===== src/rtl/rr_grant_pkg.sv =====
// Shared constants and FSM state type for the 16-way round-robin grant arbiter.
package rr_grant_pkg;

  localparam int NUM_REQ          = 16;
  localparam int IDX_W            = 4;
  localparam int MAX_HOLD_DEFAULT = 255;

  typedef enum logic {
    IDLE  = 1'b0,
    GRANT = 1'b1
  } state_t;

endpackage


===== src/rtl/rr_pick16.sv =====
// Combinational round-robin pick: rotate req so ptr sits at bit 0, take the lowest set bit,
// rotate the one-hot result back. Zero latency; no flow control of its own.
module rr_pick16
  import rr_grant_pkg::*;
(
  input  logic [NUM_REQ-1:0] req,
  input  logic [IDX_W-1:0]   ptr,
  output logic [NUM_REQ-1:0] pick,
  output logic [IDX_W-1:0]   pick_idx,
  output logic               any
);

  logic [2*NUM_REQ-1:0] req_dbl;
  logic [NUM_REQ-1:0]   req_rot;
  logic [NUM_REQ-1:0]   sel_rot;
  logic [2*NUM_REQ-1:0] sel_dbl;
  logic [IDX_W-1:0]     sel_idx;
  logic [IDX_W:0]       back_base;

  assign any     = |req;
  assign req_dbl = {req, req};
  assign req_rot = req_dbl[ptr +: NUM_REQ];

  always_comb begin
    sel_idx = '0;
    for (int i = NUM_REQ - 1; i >= 0; i--) begin
      if (req_rot[i]) sel_idx = IDX_W'(i);
    end
  end

  assign sel_rot = any ? (NUM_REQ'(1) << sel_idx) : '0;

  // Rotating left by ptr is the same as selecting a window starting at NUM_REQ-ptr.
  assign sel_dbl   = {sel_rot, sel_rot};
  assign back_base = (IDX_W + 1)'(NUM_REQ) - {1'b0, ptr};
  assign pick      = sel_dbl[back_base +: NUM_REQ];
  assign pick_idx  = any ? (sel_idx + ptr) : '0;

endmodule


===== src/rtl/rr_grant_arbiter16.sv =====
// Round-robin arbiter for 16 requesters: one-cycle req-to-grant, grant held until done or req drop.
// Optional hold watchdog under RR_GRANT_WATCHDOG_EN forces release after MAX_HOLD cycles.
module rr_grant_arbiter16
    import rr_grant_pkg::*;
#(
    parameter int MAX_HOLD = MAX_HOLD_DEFAULT
)
(
    input  logic               clk,
    input  logic               rst_n,
    input  logic               enable,
    input  logic [NUM_REQ-1:0] req,
    input  logic               done,
    output logic [NUM_REQ-1:0] grant,
    output logic [IDX_W-1:0]   grant_idx,
    output logic               grant_valid,
    output logic               timeout
);

    state_t             state, state_nxt;
    logic [IDX_W-1:0]   ptr, ptr_nxt;
    logic [NUM_REQ-1:0] grant_nxt;
    logic [IDX_W-1:0]   idx_nxt;
    logic               valid_nxt;
    logic [NUM_REQ-1:0] pick;
    logic [IDX_W-1:0]   pick_idx;
    logic               any;
    logic               release_now;
    logic               force_off;

    rr_pick16 u_pick (
        .req      (req),
        .ptr      (ptr),
        .pick     (pick),
        .pick_idx (pick_idx),
        .any      (any)
    );

    // Owner releases by strobing done or by dropping its own request.
    assign release_now = done || !req[grant_idx];

`ifdef RR_GRANT_WATCHDOG_EN
    logic [7:0] hold_cnt;
    logic [7:0] hold_cnt_nxt;

    assign force_off    = (state == GRANT) && !release_now && (hold_cnt == 8'(MAX_HOLD - 1));
    assign hold_cnt_nxt = (state == GRANT) ? (hold_cnt + 8'd1) : 8'd0;

    always_ff @(posedge clk or negedge rst_n) begin
        if (!rst_n) begin
            hold_cnt <= 8'd0;
            timeout  <= 1'b0;
        end else begin
            hold_cnt <= hold_cnt_nxt;
            timeout  <= force_off;
        end
    end
`else
    assign force_off = 1'b0;
    assign timeout   = 1'b0;
`endif

    always_ff @(posedge clk or negedge rst_n) begin
        if (!rst_n) state <= IDLE;
        else        state <= state_nxt;
    end

    always_comb begin
        state_nxt = state;
        case (state)
            IDLE:    if (enable && any)            state_nxt = GRANT;
            GRANT:   if (release_now || force_off) state_nxt = IDLE;
            default:                               state_nxt = IDLE;
        endcase
    end

    always_comb begin
        grant_nxt = grant;
        idx_nxt   = grant_idx;
        valid_nxt = grant_valid;
        ptr_nxt   = ptr;
        if (state == IDLE) begin
            if (enable && any) begin
                grant_nxt = pick;
                idx_nxt   = pick_idx;
                valid_nxt = 1'b1;
            end
        end else if (release_now || force_off) begin
            grant_nxt = '0;
            idx_nxt   = '0;
            valid_nxt = 1'b0;
            ptr_nxt   = grant_idx + IDX_W'(1);
        end
    end

    always_ff @(posedge clk or negedge rst_n) begin
        if (!rst_n) begin
            grant       <= '0;
            grant_idx   <= '0;
            grant_valid <= 1'b0;
            ptr         <= '0;
        end else begin
            grant       <= grant_nxt;
            grant_idx   <= idx_nxt;
            grant_valid <= valid_nxt;
            ptr         <= ptr_nxt;
        end
    end

endmodule

===== config.mk =====
export PLATFORM = sky130hd
export DESIGN_NAME = rr_grant_arbiter16
export DESIGN_NICKNAME = d
export VERILOG_FILES = /design/src/rtl/rr_grant_pkg.sv /design/src/rtl/rr_pick16.sv /design/src/rtl/rr_grant_arbiter16.sv
export SDC_FILE = /design/constraint.sdc
export NUM_CORES = 1
export LEC_CHECK = 0
export ABC_CLOCK_PERIOD_IN_PS = 3800
export BUFFER_PORTS_ARGS = -buffer_cell sky130_fd_sc_hd__buf_2
export CAP_MARGIN = 10
export CELL_PAD_IN_SITES_DETAIL_PLACEMENT = 2
export CELL_PAD_IN_SITES_GLOBAL_PLACEMENT = 2
export CORE_AREA = 8 8 116 118
export DETAILED_ROUTE_END_ITERATION = 8
export DIE_AREA = 0 0 124 126
export PLACE_DENSITY = 0.77
export SLEW_MARGIN = 30
export SYNTH_ARGS = -nofsm -noshare
export SYNTH_HDL_FRONTEND = slang
export SYNTH_HIERARCHICAL = 1
export SYNTH_SLANG_ARGS = --single-unit

===== constraint.sdc =====
create_clock -name clk -period 3.8 [get_ports clk]
set_input_delay 0.38 -clock clk [delete_from_list [all_inputs] [get_ports clk]]
set_output_delay 0.38 -clock clk [all_outputs]
set_load 0.1 [all_outputs]

==> results of run 1 <==
## layer usage
metal  GRT usage  vias up  routed length, um
met5           0        -                  0
li1            -     1934                  -
met3      0.0402      134               1720
met2       0.473      335              12300
met4       0.123        0               1940
met1       0.315     2564               9040
## worst max-delay path: stages (launching register included)
cell and delay [ps]:
dfrtp_2 410, buf_6 120, buf_16 130, mux4_2 610
mux2_4 340, nor3_2 200, o211ai_1 200, a211o_4 440
o31ai_4 230, buf_6 180, nor4b_2 270, a311o_1 330
mux2i_2 170, o22ai_4 190, nand2_2 130, a21oi_2 210
## cells in the mapped netlist (4+ instances only)
| library cell | number |
|---|---|
| buf_2 | 5 |
| nand2_1 | 57 |
| xnor2_1 | 8 |
| mux2_2 | 13 |
| o31ai_1 | 4 |
| dfrtp_1 | 26 |
| o21ai_0 | 14 |
| nor2_1 | 37 |
| o21a_1 | 6 |
| o22ai_1 | 10 |
| mux4_1 | 9 |
| nor3_1 | 11 |
| a311oi_1 | 6 |
| a21oi_1 | 35 |
| nor3b_1 | 4 |
| o211ai_1 | 4 |
| mux4_2 | 11 |
| clkbuf_1 | 23 |
| and3_1 | 8 |
| mux2_4 | 4 |
| mux2i_1 | 25 |
| inv_1 | 9 |
| nand3_1 | 27 |
| nor4_1 | 6 |
| and2_1 | 7 |
| a21o_1 | 4 |
## stage by stage
stage                     hold WS [ps]  utilization  TNS [ps]
final                              127        0.460     -6760
after global placement             412        0.382     -1160
after floorplan                   84.4            -         0
after detailed placement           427        0.382     -5790
after CTS                          142        0.429     -1550
after global routing               177        0.460     -7940
## cells by family after synthesis
group,count (synthesis),share of synthesized area
other,1,0.00100
DFF,26,0.174
buffers and inverters,46,0.0613
AOI/OAI and AO/OA,128,0.250
muxes,62,0.252
and+or+nand+nor,175,0.225
adders and majority gates,3,0.0101
xor gates and xnor gates,11,0.0258
## area by class of cell
cell class / instances / share of cell area
clock buffers: 4 / 0.0165
inverters: 10 / 0.00697
multi-input cells: 380 / 0.639
flip-flops and latches: 26 / 0.121
well taps: 147 / 0.0342
repair buffers: 135 / 0.182
## state kept, by name, indices dropped and copies added, names as in the netlist
name	count
grant_idx	4
grant_valid	1
ptr	4
state	1
grant	16
## path summary, 6_finish.rpt
kind	startpoint	endpoint	cells past startpoint
max	ptr[1]$_DFFE_PN0P_	grant[10]$_DFFE_PN0P_	15
min	rst_n	grant[2]$_DFFE_PN0P_	1
max reg2reg	ptr[1]$_DFFE_PN0P_	grant[10]$_DFFE_PN0P_	15
min reg2reg	grant[8]$_DFFE_PN0P_	grant[8]$_DFFE_PN0P_	2
max in group asynchronous	rst_n	ptr[1]$_DFFE_PN0P_	1
min in group clk	grant[8]$_DFFE_PN0P_	grant[8]$_DFFE_PN0P_	2
## timing repair
item                       4_1_cts  5_1_grt
pin swaps                       35       28
resized for setup               90       61
setup endpoints to repair       18       19
buffers inserted                14       10
gates cloned                     1        0
==> run_results.csv, run 1 <==
group,metric,value,unit
outcome,status,"finished with violations",
outcome,violations,"setup timing",
synth,ys_warn_count,6,
sta,min_period_over_period,1.12,
finish,fillers,1270,
route,vias_per_cell,7.08,
route,vias,4967,
synth,ys_ff_latch,26,
synth,synth_area,3730,sq um
synth,synth-async-reset-ratio,1.00,
global_routing,grt_use_total,0.270,
min_path,hold_path.class,"input port to async pin",
clock_network,htreeDepth,1,
place,dpl.hpwl,12.9,mm
place,placedCellCount,674,
global_routing,grt_pass1_wl,32.5,mm
die,die_h,126,um
die,initial_core_util,0.319,
global_routing,grt_pass1_vias,5140,
synth,synth.distinct_cells,74,
finish,multi_input_area,3440,sq um
finish,layout_common_cells,"buf_4, nand2_1, buf_2",
sta,setup_ws,-467,ps
global_routing,overflow,0,
place,place_congestion,0.898,
sta,grt_setup_unrepaired,"yes",
sta,maxSlewViolCount,0,
place,post-place-ws,-522,ps
die,die_w,124,um
synth,yosys.area.top_type,"dfrtp_1",
finish,drive_gt1_frac,0.501,
sta,hold_viol_final,0,
clock_network,insertion_delay,270,ps
setup_path,crit_path_start_kind,"flop",
setup_path,crit_fanout,8,
route,wire_per_inst,35.7,um
route,first_iter_violations,472,
synth,synth_area_leaders,"dfrtp_1, mux2i_1, mux4_2",
clock_network,cts_tree,"built",
clock_network,cts_buffers,3,
setup_path,rrSetupSlack,-470,ps
global_routing,antenna_found_initial,0,
setup_path,end_kind,"flop",
die,rows,40,
route,drcViolationCount,0,
route,wl,25.0,mm
synth,postSynthAreaPerCell,8.26,sq um
setup_path,criticalPathCategory,"flop to flop",
finish,area_delta_synth_final,44.2,%
finish,instances_no_fill,702,
place,placed_area,4480,sq um
synth,synth_top_area_share,0.174,
global_routing,grt_max_degree,39,
clock_network,cts.clk_slew.worst_paths,70,ps
synth,syn_inst,452,
setup_path,critPathArrivalTime,4440,ps
sta,worst_slew_pin_slew,1050,ps
route,dr.pass1.iters,4,
finish,final_area,5390,sq um
synth,syn_nets,475,
die,die_area,15600,sq um
route,ant_nets,0,
die,io_pins,42,
place,io_buffers,40,
clock_network,cts_hold_buf,0,
synth,synth_flop_cell,"dfrtp_1",
finish,seq_area,653,sq um
die,coreArea,11700,sq um
finish,nets,579,
sta,timing.fmax,234,MHz
clock_network,cts_buffer_depth,2,
setup_path,required,3970,ps
finish,antennaDiodeCount,0,
sta,finClkSkew,10.8,ps
clock_network,cts.root.buffer_cell,"clkbuf_16",
flow_run,maxCapViolCount,0,
synth,synth_edf_count,0,
clock_network,clkSinkCount,26,
synth,ys_seq_area_frac,0.174,
sta,min_period,4270,ps
sta,maxSlewHeadroom,0.297,
sta,setup_viol,19,
finish,final_common_cell,"buf_4",
Power of run 1 is not shown: default switching activity piles up to over one toggle a cycle in this logic, so the estimate is an artifact.
==> inputs of run 2 (changes only) <==
- REMOVE_ABC_BUFFERS: unset -> 1
- TNS_END_PERCENT: unset -> 30
==> run 2 against run 1 <==
  * The run still ends with setup timing left
  * Hold slack worse by 13 ps
  * Via count is 16% lower
  * Largest cell class unchanged
  * Die area stayed put
  * Utilization is 5.0 points lower
  * Global-route usage is 6.8 points lower
  * Final cell count is 4.7% lower
  * Highest routed layer unchanged
  * Worst setup slack better by 300 ps
  * Register-to-register slack better by 300 ps
  * Clock skew is 7.1 ps lower
  * Sequential cell count stayed put
  * Critical path type unchanged
  * First-iteration DRC count is 56% lower
==> run_results.csv, run 2 (same netlist as run 1, synthesis figures left out) <==
group,metric,value,unit
clock_network,clkSinkCount,26,
finish,reg_top3,"grant: 16 flops, grant_idx: 4 flops, ptr: 4 flops",
clock_network,cts.clk_slew.worst_paths,70,ps
die,io_pins,42,
route,vias,4155,
setup_path,crit_path_start_kind,"flop",
global_routing,grt_pass1_vias,4524,
die,die_area,15600,sq um
sta,finClkSkew,3.78,ps
sta,maxSlewHeadroom,0.387,
setup_path,r2r_start,"ptr[1]$_DFFE_PN0P_",
setup_path,r2r_cells,14,
sta,maxSlewViolCount,0,
finish,drive_gt1_frac,0.385,
setup_path,end_kind,"flop",
setup_path,r2r_end,"grant[5]$_DFFE_PN0P_",
die,rows,40,
sta,hold_viol_final,0,
finish,antennaDiodeCount,0,
clock_network,insertion_delay,270,ps
clock_network,cts_buffer_depth,2,
route,vias_per_cell,6.21,
sta,setup_ws,-171,ps
clock_network,cts_buffers,3,
outcome,status,"finished with violations",
place,place_congestion,0.873,
setup_path,crit_fanout,8,
sta,worst_slew_pin_slew,913,ps
place,dpl.hpwl,11.4,mm
route,wl,16.0,mm
finish,area_delta_synth_final,28.7,%
place,io_buffers,40,
global_routing,grt_pass1_wl,25.4,mm
sta,grt_setup_unrepaired,"yes",
die,die_h,126,um
die,coreArea,11700,sq um
clock_network,htreeDepth,1,
place,placedCellCount,653,
sta,setup_viol,16,
setup_path,criticalPathCategory,"flop to flop",
finish,largest_register_ffs,16,
setup_path,rrSetupSlack,-170,ps
finish,instances_no_fill,669,
finish,largest_register,"grant",
sta,whs,114,ps
outcome,violations,"setup timing",
route,wire_per_inst,23.9,um
finish,nets,547,
flow_run,maxCapViolCount,0,
clock_network,cts.root.buffer_cell,"clkbuf_16",
sta,min_period,3970,ps
die,die_w,124,um
global_routing,grt_use_total,0.202,
clock_network,cts_tree,"built",
route,drcViolationCount,0,
place,post-place-ws,-241,ps
global_routing,antenna_found_initial,0,
min_path,hold_path.class,"input port to async pin",
route,dr.pass1.iters,5,
route,ant_nets,0,
finish,layout_common_cells,"nand2_1, buf_4, buf_2",
setup_path,required,4000,ps
finish,final_common_cell,"nand2_1",
setup_path,critPathArrivalTime,4170,ps
global_routing,grt_max_degree,27,
sta,min_period_over_period,1.04,
clock_network,cts_hold_buf,0,
global_routing,overflow,0,
sta,timing.fmax,252,MHz
route,first_iter_violations,210,
die,initial_core_util,0.319,
[run 2: changes by cell type in the layout (fill, tap and decap cells not counted), sizes merged]
cell    previous run  this run
clkbuf             4         3
buf              135       103
[run 2: final cells by class]
type | instances | area [sq um]
clock buffers | 3 | 75.1
well taps | 147 | 184
fillers | 1321 | 6910
multi-input cells | 380 | 3130
inverters | 10 | 37.5
flip-flops and latches | 26 | 653
repair buffers | 103 | 728
[run 2: worst max path at each step]
stage / start / end / cells after the start / slack (ps)
after floorplan: ptr[1]$_DFFE_PN0P_ / grant[13]$_DFFE_PN0P_ / 11 / -360
after global placement: ptr[1]$_DFFE_PN0P_ / grant[5]$_DFFE_PN0P_ / 13 / -70
after detailed placement: ptr[1]$_DFFE_PN0P_ / grant[5]$_DFFE_PN0P_ / 13 / -240
after CTS: ptr[1]$_DFFE_PN0P_ / grant[0]$_DFFE_PN0P_ / 15 / -10
after global routing: ptr[1]$_DFFE_PN0P_ / grant[11]$_DFFE_PN0P_ / 16 / -280
final: ptr[1]$_DFFE_PN0P_ / grant[5]$_DFFE_PN0P_ / 14 / -170
[run 2: per-layer routing]
layer  global-route usage  part of all wire  vias up
li1                     -                 -     1863
met1                0.254              0.42     2135
met2                0.346              0.51      122
met3               0.0210             0.042       35
met4               0.0763             0.029        0
met5                    0                 0        -
[run 2: what timing repair did]
item                       4_1_cts  5_1_grt
setup endpoints to repair       17       18
hold endpoints to repair         0        0
cloned                           1        0
pin swaps                       16       13
setup buffers                    8        4
gates resized for setup         49       34
[run 2: worst max-delay path, stage by stage (launching register included)]
cell and delay [ps]:
dfrtp_2 440, buf_12 160, mux4_2 570, mux2_4 320
or3_4 330, o211a_1 130, a211o_4 310, o31ai_4 350
buf_4 180, a41oi_2 130, o21a_1 230, or3_4 380
o22ai_2 130, nand2_1 90, a21oi_2 140
[run 2: per-stage QoR]
stage | setup TNS (ps) | util | cell area, sq um
after floorplan | -3300 | - | 3540
final | -1120 | 0.410 | 4800
after CTS | -18.9 | 0.395 | 4620
after global routing | -3640 | 0.410 | 4800
after global placement | -169 | 0.368 | 4310
after detailed placement | -1900 | 0.368 | 4310
Power of run 2 is left out for the same reason.
==> inputs of run 3 (changes only) <==
==> constraint.sdc (replaced) <==
create_clock -name clk -period 3.8 [get_ports clk]
set_input_delay 0.57 -clock clk [delete_from_list [all_inputs] [get_ports clk]]
set_output_delay 0.57 -clock clk [all_outputs]
set_load 0.1 [all_outputs]
==> run 3 against run 2 <==
  * The run still ends with setup timing left
  * Worst setup slack got worse by 87 ps
  * First-iteration DRC count increased by 40%
  * Hold slack improved by 180 ps
  * Sequential cell count unchanged
  * Final area increased by 7.1%
  * Clock-buffer cell count increased by 1
  * Non-clock buffer count increased by 37
  * Largest cell class unchanged
  * Register-to-register slack got worse by 90 ps
  * Global-route usage increased by 5.3 points
  * Sequential share of layout area decreased by 0.91 points
  * Via count increased by 8.9%
==> run_results.csv, run 3 (same netlist as run 1, synthesis figures left out) <==
group,metric,value,unit
finish,reg_top3,"grant: 16 flops, grant_idx: 4 flops, ptr: 4 flops",
sta,maxSlewViolCount,0,
route,first_iter_violations,294,
setup_path,crit_path_start_kind,"flop",
finish,multi_input_area,3160,sq um
sta,setup_viol,17,
place,dpl.hpwl,13.2,mm
setup_path,end_kind,"flop",
outcome,violations,"setup timing",
sta,timing.fmax,246,MHz
sta,finClkSkew,6.88,ps
flow_run,maxCapViolCount,0,
sta,min_period_over_period,1.07,
sta,setup_ws,-258,ps
clock_network,cts.clk_slew.worst_paths,70,ps
sta,grt_setup_unrepaired,"yes",
route,wl,19.7,mm
setup_path,required,3940,ps
outcome,status,"finished with violations",
global_routing,overflow,0,
sta,worst_slew_pin_slew,778,ps
clock_network,insertion_delay,270,ps
global_routing,antenna_found_initial,0,
min_path,hold_path.class,"input port to async pin",
clock_network,cts.root.buffer_cell,"clkbuf_16",
sta,whs,298,ps
place,place_congestion,0.876,
finish,drive_gt1_frac,0.438,
die,io_pins,42,
global_routing,grt_max_degree,27,
die,die_area,15600,sq um
finish,fillers,1322,
finish,antennaDiodeCount,0,
sta,min_period,4060,ps
clock_network,cts_hold_buf,0,
global_routing,grt_use_met1,0.310,
finish,final_common_cell,"buf_4",
global_routing,met3_usage,0.0282,
die,coreArea,11700,sq um
route,wire_per_inst,27.9,um
finish,layout_common_cells,"buf_4, nand2_1, buf_2",
finish,nets,584,
clock_network,htreeDepth,1,
finish,largest_register,"grant",
finish,area_delta_synth_final,37.8,%
route,ant_nets,0,
setup_path,critPathArrivalTime,4200,ps
global_routing,grt_use_total,0.255,
route,vias,4523,
global_routing,use_met2,0.435,
route,dr.pass1.iters,5,
sta,maxSlewHeadroom,0.478,
place,io_buffers,40,
clock_network,cts_tree,"built",
sta,hold_viol_final,0,
clock_network,clkSinkCount,26,
route,vias_per_cell,6.40,
global_routing,grt_pass1_vias,5079,
clock_network,cts_buffer_depth,2,
route,drcViolationCount,0,
clock_network,cts_buffers,3,
sta,setup_tns,-3390,ps
setup_path,crit_fanout,8,
die,die_h,126,um
global_routing,grt_pass1_wl,30.9,mm
finish,seq_area,653,sq um
place,post-place-ws,-417,ps
setup_path,criticalPathCategory,"flop to flop",
die,rows,40,
die,die_w,124,um
finish,largest_register_ffs,16,
die,initial_core_util,0.319,
global_routing,grt_busiest_layer,"met2",
run 3: cell count changes in the layout (fill, tap and decap cells not counted), moves of 2 or more:
cell,before,now
a21oi_2,8,6
mux2i_4,3,1
buf_4,55,91
mux2i_2,2,6
o21ai_0,12,9
mux2i_1,20,18
nor2_2,0,3
a311oi_1,5,3
nor2_1,36,34
o21ai_1,1,5
a2111oi_1,3,0
run 3: repair_timing:
item                       in CTS  in global routing
pin swaps                      22                  7
resized for setup              70                 19
setup buffers                  10                  1
hold endpoints to repair        0                  0
setup endpoints to repair      18                 18
cloned                          1                  0
run 3: worst max-delay path, stage by stage (launching register included):
cell and delay (ps):
dfrtp_2 480, buf_12 180, mux4_2 600, mux2_4 360, nor4_4 330, a2bb2oi_2 150
a21oi_2 200, o31ai_4 80, buf_12 150, and2_1 180, a211oi_1 680, a2111oi_2 70
a211o_1 290, nand2_1 90, a21oi_1 80
run 3: path summary, 6_finish.rpt:
kind | slack (ps) | from | endpoint | cells past startpoint
hold / removal | 300 | rst_n | grant[7]$_DFFE_PN0P_ | 1
hold reg to reg | 510 | grant_valid$_DFFE_PN0P_ | grant_valid$_DFFE_PN0P_ | 2
setup reg to reg | -260 | ptr[1]$_DFFE_PN0P_ | grant[9]$_DFFE_PN0P_ | 14
setup / recovery | -260 | ptr[1]$_DFFE_PN0P_ | grant[9]$_DFFE_PN0P_ | 14
min in group clk | 510 | grant_valid$_DFFE_PN0P_ | grant_valid$_DFFE_PN0P_ | 2
max in group asynchronous | 3040 | rst_n | ptr[3]$_DFFE_PN0P_ | 1
run 3: per-stage QoR:
stage | util | area (sq um) | instances
5_1_grt | 0.439 | 5150 | 707
4_1_cts | 0.432 | 5060 | 706
2_1_floorplan | - | 3540 | 416
3_3_place_gp | 0.393 | 4600 | 691
6_report | 0.439 | 5150 | 707
3_5_place_dp | 0.393 | 4600 | 691
run 3: layout make-up:
class	count	share of cell area
Clock buffer	4	0.0173
Inverter	10	0.00729
Multi-Input combinational cell	380	0.615
Sequential cell	26	0.127
Tap cell	147	0.0357
Timing Repair Buffer	140	0.198
run 3: metal layers:
layer | share of wire | up-vias
li1 | - | 1942
met1 | 0.40 | 2336
met2 | 0.51 | 180
met3 | 0.042 | 65
met4 | 0.044 | 0
met5 | 0 | -
Power of run 3 is left out for the same reason.
